## config.mk

```make
export PLATFORM = sky130hd
export DESIGN_NAME = hazard_ctrl
export DESIGN_NICKNAME = d
export VERILOG_FILES = /design/src/rtl/hazard_ctrl.sv
export SDC_FILE = /design/constraint.sdc
export NUM_CORES = 1
export LEC_CHECK = 0
export ABC_AREA = 1
export BUFFER_PORTS_ARGS = -buffer_cell sky130_fd_sc_hd__buf_2
export CORE_ASPECT_RATIO = 0.6
export CORE_MARGIN = 2
export CORE_UTILIZATION = 47
export CTS_BUF_LIST = sky130_fd_sc_hd__clkbuf_16
export DETAILED_ROUTE_END_ITERATION = 7
export GPL_ROUTABILITY_DRIVEN = 0
export MAX_ROUTING_LAYER = met4
export PLACE_DENSITY = 0.71
export SLEW_MARGIN = 20
export SYNTH_ARGS = -nofsm -noshare
export SYNTH_HDL_FRONTEND = slang
export SYNTH_SLANG_ARGS = --single-unit
```

## constraint.sdc

```tcl
create_clock -name clk -period 2.8 [get_ports clk]
set_clock_uncertainty 0.05 [all_clocks]
set_input_delay 0.28 -clock clk [delete_from_list [all_inputs] [get_ports clk]]
set_output_delay 0.28 -clock clk [all_outputs]
set_load 0.02 [all_outputs]
```

## src/rtl/hazard_ctrl.sv

```systemverilog
// Tracks in-flight register writers behind ID and produces the
// stall, forwarding selects and stall/flush event counters.
module hazard_ctrl #(
  parameter int DEPTH     = 3,
  parameter int REGW      = 3,
  parameter int FWD_EN    = 1,
  parameter int ALU_RDY   = 0,
  parameter int LOAD_RDY  = 1,
  parameter int RF_BYPASS = 1,
  parameter int CNTW      = 16,
  localparam int SELW     = $clog2(DEPTH + 1)
) (
  input  logic            clk,
  input  logic            rst,
  input  logic            id_valid,
  input  logic [REGW-1:0] id_rs1,
  input  logic            id_rs1_use,
  input  logic [REGW-1:0] id_rs2,
  input  logic            id_rs2_use,
  input  logic            id_wr,
  input  logic [REGW-1:0] id_ws,
  input  logic            id_load,
  input  logic            flush,
  input  logic            clr_cnt,
  output logic            stall,
  output logic [SELW-1:0] fwd_sel1,
  output logic [SELW-1:0] fwd_sel2,
  output logic [CNTW-1:0] stall_cnt,
  output logic [CNTW-1:0] flush_cnt
);

  typedef struct packed {
    logic            v;
    logic            wr;
    logic [REGW-1:0] ws;
    logic            ld;
  } ent_t;

  // WB is invisible when the register file writes before it reads
  localparam int LAST = (RF_BYPASS != 0) ? DEPTH - 2 : DEPTH - 1;

  ent_t ent [DEPTH];

  logic            hit1, rdy1;
  logic            hit2, rdy2;
  logic [SELW-1:0] k1, k2;
  logic            act;

  // Scan oldest to youngest so the youngest match wins
  always_comb begin
    hit1 = 1'b0;
    rdy1 = 1'b0;
    k1   = '0;
    hit2 = 1'b0;
    rdy2 = 1'b0;
    k2   = '0;
    for (int k = DEPTH - 1; k >= 0; k--) begin
      if (k <= LAST && id_rs1_use && ent[k].v &&
          ent[k].wr && ent[k].ws == id_rs1) begin
        hit1 = 1'b1;
        k1   = SELW'(k + 1);
        rdy1 = ent[k].ld ? (k >= LOAD_RDY)
                         : (k >= ALU_RDY);
      end
      if (k <= LAST && id_rs2_use && ent[k].v &&
          ent[k].wr && ent[k].ws == id_rs2) begin
        hit2 = 1'b1;
        k2   = SELW'(k + 1);
        rdy2 = ent[k].ld ? (k >= LOAD_RDY)
                         : (k >= ALU_RDY);
      end
    end
  end

  assign act = id_valid & ~flush & ~rst;

  always_comb begin
    stall    = 1'b0;
    fwd_sel1 = '0;
    fwd_sel2 = '0;
    if (FWD_EN != 0) begin
      stall = act & ((hit1 & ~rdy1) | (hit2 & ~rdy2));
      if (!stall && !flush && !rst) begin
        if (hit1 && rdy1) fwd_sel1 = k1;
        if (hit2 && rdy2) fwd_sel2 = k2;
      end
    end else begin
      stall = act & (hit1 | hit2);
    end
  end

  always_ff @(posedge clk) begin
    if (rst) begin
      for (int k = 0; k < DEPTH; k++) ent[k] <= '0;
      stall_cnt <= '0;
      flush_cnt <= '0;
    end else begin
      ent[0] <= {id_valid & ~stall & ~flush,
                 id_wr, id_ws, id_load};
      for (int k = 1; k < DEPTH; k++) ent[k] <= ent[k-1];
      if (clr_cnt) begin
        stall_cnt <= '0;
        flush_cnt <= '0;
      end else begin
        if (stall && stall_cnt != '1)
          stall_cnt <= stall_cnt + CNTW'(1);
        if (flush && flush_cnt != '1)
          flush_cnt <= flush_cnt + CNTW'(1);
      end
    end
  end

endmodule

```

# After elaboration in Yosys (flattened, before gate mapping)
# Memory sizes are Yosys's and may differ from the RTL's.
# Cells that the tools add are included.
# classes
eq_ne	6
mux	21
n_reduce_logical	22
bitwise	16
add_sub_neg	2
# op_table
cell	n
16-bit by 1-bit adder with 16-bit output, second input constant	2
16-bit inequality test, second input constant	2
1-bit logical AND	18
6-bit two-way mux	3
2-bit two-way mux	8
3-bit equality test	4
1-bit two-way mux	10
1-bit AND	7
1-bit NOT	5
1-bit bitwise OR	4
1-bit logical NOT	3
2-bit OR reduction	1
# totals
output_inout_bits	37
ramBits	18
input_bits	18
n_memories	1
elab_cells	70
register_bits	32
# memory_table
memory	depth	word_bits	read_ports	rd_clocked_by_memory_dff	wr	line_no	rtl
ent	3	6	2	0	3	42	ent_t ent [DEPTH];

# Longest topological paths before layout
# Gate-level depths: netlist (run 1).
# depth
word_depth	13
depth_mapped	11

# Least setup slack after synthesis (run 1)
# No wires, ideal clock.
# synth_timing
path_kind	register to output
from	memory ent[0][3] in the netlist's numbering
to	output fwd_sel1[0]
arrival_time_ns	1.385
path_stages_with_launch	10
path_buffers	0
slack_ns	1.085
path_cell_list	dfxtp_1 > inv_1 > nand2_1 > nand2_1 > nor2_1 > nand3_1 > nand2_2 > nand2_1 > nand3_1 > nor3_1
# synth_rtl
element	line_no	rtl
from (decl)	42	
to (decl)	26	output logic [SELW-1:0] fwd_sel1,

==> results of run 1 <==
[flip-flops by register name, indices dropped and copies added, names as in the netlist]
register	flops
flush_cnt	16
stall_cnt	16
ent	11
[cell type report]
cell class | count | area, sq um | share of cell area (%)
multi-input combinational | 284 | 1390 | 47.2
sequential | 43 | 861 | 29.3
timing repair buffer | 55 | 278 | 9.46
inverter | 50 | 188 | 6.39
clock buffer | 5 | 125 | 4.26
tap | 66 | 82.6 | 2.81
clock inverter | 3 | 16.3 | 0.554
[tightest hold or removal path, stage by stage]
cell and delay, ns:
buf_2 0.07, inv_1 0.03, nor2_1 0.06
[power groups by stage]
stage / registers, W / logic, W / clock network (W)
2_1_floorplan: 0.000641 / 0.0000436 / 0
3_5_place_dp: 0.000641 / 0.0000716 / 0
5_1_grt: 0.000628 / 0.0000814 / 0.000597
6_report: 0.000627 / 0.0000720 / 0.000553
3_3_place_gp: 0.000640 / 0.0000706 / 0
4_1_cts: 0.000627 / 0.0000721 / 0.000564
[per-layer routing]
metal	share of wire, %	vias to the layer above	GRT usage, %
met5	0	-	-
met4	1.1	0	6.55
met3	7.3	7	4.80
met2	40	98	31.3
met1	51	1143	31.7
li1	-	1335	-
[placed cells by master, fill, tap and decap left out, types with 2 or more instances in the layout]
master	netlist	layout
a21oi_1	21	21
buf_2	1	54
clkbuf_16	0	5
dfxtp_1	43	43
ha_1	2	2
inv_1	48	49
nand2_1	112	112
nand3_1	21	21
nand3b_1	3	3
nand4_1	21	21
nor2_1	52	52
nor2_2	2	2
nor2_4	2	2
nor3_1	14	14
nor3_2	2	2
nor3b_1	3	3
o21ai_0	8	8
xnor2_1	7	7
xor2_1	10	10
[worst paths after layout]
kind / end / depth (start not counted)
setup / recovery: fwd_sel1[0] / 10
setup reg to reg: flush_cnt[11] / 8
hold / removal: ent[0][2] / 3
hold reg to reg: ent[0][11] / 2
[cells by family after synthesis]
group,count (synthesis)
simple gates,235
fa+ha+maj,2
buf+inv,59
compound gates,30
flops,43
xor+xnor,17
[per-stage QoR]
step                      instance area, sq um  cells  worst slack [ns]  total power [W]
final                                     2940    506             0.558          0.00125
after global routing                      2940    506             0.337          0.00131
after CTS                                 2940    506             0.576          0.00126
after detailed placement                  2800    498             0.769         0.000712
after global placement                    2800    498             0.832         0.000711
after floorplan                           2480    386              1.09         0.000685
==> impl_metrics.csv, run 1 <==
group,metric,value,unit
synthesis,yosys.area_share.adder,1.01,%
clocking,clockBufferDepth,2,
status,status,"complete, no violations",
layout,n_antenna_cell,0,
timing,hold_viol,0,
power_and_ir_drop,pwr-share-seq,50.1,%
floorplan,initial_core_util,48.9,%
setup_path,slowest_stage,"dfxtp_1",
power_and_ir_drop,p_leak,1.29,nW
clocking,post-cts-setup-buffers,0,
layout,syn2layout_area_growth,18.2,%
clocking,htreeDepth,2,
timing,max_slew_margin,48.2,%
global_routing,grt.total_usage,22.2,%
layout,fill_cells,519,
setup_path,cpMostUsedCell,"nand2_1",
synthesis,yosys.area_share.simple,42.6,%
global_routing,grt_pass1_vias,2166,
drt,drc,0,
synthesis,synthXorXnorAreaFrac,5.99,%
synthesis,post_synth.cell_area_avg,6.44,sq um
clocking,clock-sinks,43,
global_routing,grt_pass1_wl,10100,um
floorplan,core_area,0.00508,sq mm
drt,wirelength,6260,um
synthesis,ys_ff_latch,43,
setup_path,crit_buf_inv,2,
drt,firstDrtPassIters,5,
timing,tightest_slew,0.776,ns
synthesis,synth-compound-area-share,6.14,%
clocking,cts_buffers,5,
synthesis,synth-seq-area-share,34.6,%
floorplan,die_w,97.9,um
synthesis,synth_top_area_share,34.6,%
setup_path,cp_max_fo,18,
synthesis,synth.top_cells.by_area,"dfxtp_1 (35%), nand2_1 (17%), nor2_1 (7.9%)",
setup_path,crit_chain,"inv_1 > nand2_1 > nand2_1 > nor2_1 > nand3_1 > nand2_2 > nand2_1 > nand3_1 > nor3_1 > buf_2",
synthesis,yosys.cell_count.top_type,"nand2_1",
timing,timing.final.crit_share,80.1,%
timing,drv_slew,0,
worst_hold_path,hold_start,"id_ws[1]",
timing,setup-violations-final,0,
timing,fin_tns_setup,0,ns
power_and_ir_drop,power_density,426,mW/mm^2
power_and_ir_drop,clkPwrFrac,44.2,%
setup_path,crit_family,"simple AND/OR/NAND/NOR gates",
setup_path,critPathLaunch,"ent[0][3]",
power_and_ir_drop,intPower,0.000971,W
drt,postRouteAntennaNets,0,
timing,grt_setup_unrepaired,"false",
floorplan,row_count,20,
setup_path,slowest_delay,0.32,ns
timing,fmax,446,MHz
synthesis,yosysWarningCount,0,
setup_path,worstPathRequired,2.47,ns
power_and_ir_drop,sw_frac_of_total,22.5,%
synthesis,synth_edf_count,0,
timing,min_period,2.24,ns
layout,final_util,57.8,%
synthesis,synth_cell_type_count,27,
power_and_ir_drop,power_frac_comb,5.7,%
layout,drive_above_1_share,16.4,%
power_and_ir_drop,irDropWorstVdd,0.272,mV
drt,wl_per_cell,12.4,um
synthesis,async_flop_share,0,%
setup_path,worst-setup-path-type,"reg2out",
synthesis,syn-num-nets,406,
setup_path,crit_path_end_kind,"output pin",
run,cap_violations,0,
setup_path,r2r_slack,0.74,ns
setup_path,start_kind,"register",
global_routing,antenna_found_initial,0,
layout,fin_nets,459,
synthesis,synthesis.area,0.00248,sq mm
global_routing,grt_max_degree,24,
synthesis,synth_area_leader_cell,"dfxtp_1",
synthesis,syn_inst,386,
floorplan,die-area,0.00590,sq mm
floorplan,die_height,60.3,um
worst_hold_path,hold_class,"in2reg",
synthesis,muxShareOfSynthArea,0,%
floorplan,io_pins,55,
drt,first_iter_violations,170,
clocking,cts_resized,0,
clocking,cts_tree,"done",
clocking,clkLatencyLatePin,0.28,ns
place,port_buffers,54,
setup_path,critical_path.reg2reg.startpoint,"flush_cnt[1]",
place,dp_hpwl,4630,um
timing,whs,0.147,ns
synthesis,ys.flop_type,"dfxtp_1",
power_and_ir_drop,p_switching,0.000281,W
clocking,clockRootBuffer,"clkbuf_16",
drt,vias_per_cell,5.10,
drt,routed-via-count,2583,
clocking,hold_buffers,0,
global_routing,grt.overflow.total,0,
synthesis,synth_common_cells,"nand2_1 (112), nor2_1 (52), inv_1 (48)",
synthesis,synth_top_family_by_area,"simple AND/OR/NAND/NOR gates",
setup_path,arrival,1.91,ns
clocking,clkTransAtPathRegs,0.06,ns
No activity file was read; power rests on OpenSTA's default activity.
==> inputs of run 2 (changes only) <==
Clock period 2.8 ns to 2.25 ns, I/O delays scaled along.
==> run 2 against run 1 <==
Largest power group unchanged. Non-clock buffer count is 4 higher. Critical path depth stayed put. Critical endpoint unchanged. Power is 25% higher. Wire length is 2.0% lower. Hold slack worse by 0.054 ns.
==> impl_metrics.csv, run 2 (synthesis results as in run 1) <==
group,metric,value,unit
power_and_ir_drop,power.total,0.00157,W
layout,fin_nets,463,
setup_path,crit_path_end_kind,"output pin",
setup_path,worst_r2r_path_depth,8,
drt,wl_per_cell,12.0,um
setup_path,r2r_slack,0.34,ns
global_routing,grtUsageMet2,29.7,%
floorplan,die-area,0.00590,sq mm
timing,min_period,2.08,ns
place,pre_cts_ws,0.379,ns
drt,drc,0,
layout,largestRegisters,"flush_cnt: 16 flops, stall_cnt: 16 flops, ent: 11 flops",
setup_path,arrival,1.81,ns
layout,final_cells,510,
drt,postRouteAntennaNets,0,
worst_hold_path,hold_class,"in2reg",
global_routing,grt_pass1_vias,2090,
clocking,cts_tree,"done",
worst_hold_path,hold-path-cell-count,3,
run,cap_violations,0,
clocking,cts_resized,0,
global_routing,grt_max_degree,24,
global_routing,globalRouteMet1Util,32.1,%
global_routing,grt.total_usage,21.4,%
timing,finalWorstSetupSlack,0.167,ns
setup_path,cpMostUsedCell,"nand2_1",
global_routing,grt_pass1_wl,9870,um
global_routing,busiest_layer,"met1",
place,dp.cells,502,
timing,max_slew_margin,48.3,%
timing,drv_slew,0,
timing,hold_viol,0,
layout,syn2layout_area_growth,19.6,%
floorplan,io_pins,55,
floorplan,die_height,60.3,um
setup_path,timing.rr.end,"flush_cnt[4]",
setup_path,slowest_delay,0.35,ns
setup_path,worst-setup-path-type,"reg2out",
setup_path,start_kind,"register",
power_and_ir_drop,pwr-share-seq,49.8,%
drt,wirelength,6130,um
power_and_ir_drop,clkPwrFrac,44.3,%
layout,final_common_cell,"nand2_1",
power_and_ir_drop,p_switching,0.000356,W
clocking,cts_buffers,5,
power_and_ir_drop,irDropWorstVdd,0.483,mV
place,dp_hpwl,4520,um
floorplan,initial_core_util,48.9,%
clocking,clockRootBuffer,"clkbuf_16",
timing,whs,0.0932,ns
global_routing,grt.overflow.total,0,
drt,first_iter_violations,187,
clocking,htreeDepth,2,
drt,vias_per_cell,5.09,
timing,setup-violations-final,0,
drt,firstDrtPassIters,4,
floorplan,die_w,97.9,um
power_and_ir_drop,p_leak,1.32,nW
power_and_ir_drop,power_density,527,mW/mm^2
setup_path,crit_chain,"inv_1 > nand2_1 > nand2_1 > nor2_1 > nand3_1 > nand2_4 > nand2_1 > nand3_1 > nor3_1 > buf_2",
clocking,clkLatencyLatePin,0.28,ns
setup_path,worstPathRequired,1.98,ns
timing,timing.final.crit_share,92.6,%
layout,fill_cells,511,
floorplan,row_count,20,
place,port_buffers,54,
clocking,clockBufferDepth,2,
floorplan,core_area,0.00508,sq mm
drt,routed-via-count,2594,
global_routing,antenna_found_initial,0,
timing,tightest_slew,0.775,ns
status,status,"complete, no violations",
setup_path,critical_path.reg2reg.startpoint,"flush_cnt[0]",
layout,n_antenna_cell,0,
worst_hold_path,hold_start,"id_load",
power_and_ir_drop,sw_frac_of_total,22.7,%
power_and_ir_drop,power_frac_comb,5.9,%
setup_path,cp_max_fo,13,
layout,layout_common_cells,"nand2_1 (112), buf_2 (54), nor2_1 (52), inv_1 (49), dfxtp_1 (43)",
clocking,clkTransAtPathRegs,0.06,ns
setup_path,slowest_stage,"dfxtp_1",
clocking,hold_buffers,0,
global_routing,use_met3,4.09,%
timing,fmax,480,MHz
worst_hold_path,hold_end,"ent[0][0]",
power_and_ir_drop,intPower,0.00121,W
layout,drive_above_1_share,17.1,%
clocking,post-cts-setup-buffers,0,
clocking,clock-sinks,43,
[run 2: final cells by class]
| type | count | area, sq um | share of cell area [%] |
|---|---|---|---|
| Clock inverter | 3 | 16.3 | 0.547 |
| Clock buffer | 5 | 125 | 4.21 |
| Timing Repair Buffer | 59 | 308 | 10.4 |
| Inverter | 50 | 188 | 6.32 |
| Sequential cell | 43 | 861 | 29.0 |
| Multi-Input combinational cell | 284 | 1390 | 46.8 |
| Tap cell | 66 | 82.6 | 2.78 |
[run 2: worst max-delay path, delay by kind of cell (launching register included)]
| family | cells | cell delay, ns |
|---|---|---|
| DFF | 1 | 0.35 |
| buffers and inverters | 2 | 0.24 |
| and+or+nand+nor | 8 | 0.95 |
[run 2: worst max-delay path by stage]
| stage | from | end | slack [ns] | cells after the start |
|---|---|---|---|---|
| 2_1_floorplan | flush_cnt[1] | flush_cnt[11] | 0.59 | 9 |
| 3_3_place_gp | stall_cnt[0] | stall_cnt[13] | 0.45 | 7 |
| 3_5_place_dp | flush_cnt[0] | flush_cnt[4] | 0.38 | 8 |
| 4_1_cts | ent[0][3] | fwd_sel1[0] | 0.12 | 10 |
| 5_1_grt | ent[0][3] | fwd_sel1[0] | -0.02 | 10 |
| 6_report | ent[0][3] | fwd_sel1[0] | 0.17 | 10 |
[run 2: through the flow]
stage	util [%]	area (sq um)	setup TNS (ns)
floorplan	-	2480	0
global placement	55.6	2830	0
detailed placement	55.6	2830	0
CTS	58.4	2970	0
global route	58.5	2970	-0.0404
finish	58.5	2970	0
[run 2: per-layer routing]
layer | share of wire (%) | vias up
met5 | 0 | -
met3 | 7.6 | 6
met4 | 0.54 | 0
met2 | 40 | 87
met1 | 52 | 1143
li1 | - | 1358
[run 2: power by group through the flow]
stage	combinational [W]	clock, W	sequential, W
after floorplan	0.0000543	0	0.000798
after global routing	0.000103	0.000742	0.000782
final	0.0000917	0.000695	0.000781
after global placement	0.0000901	0	0.000797
after detailed placement	0.0000909	0	0.000797
after CTS	0.0000913	0.000703	0.000781
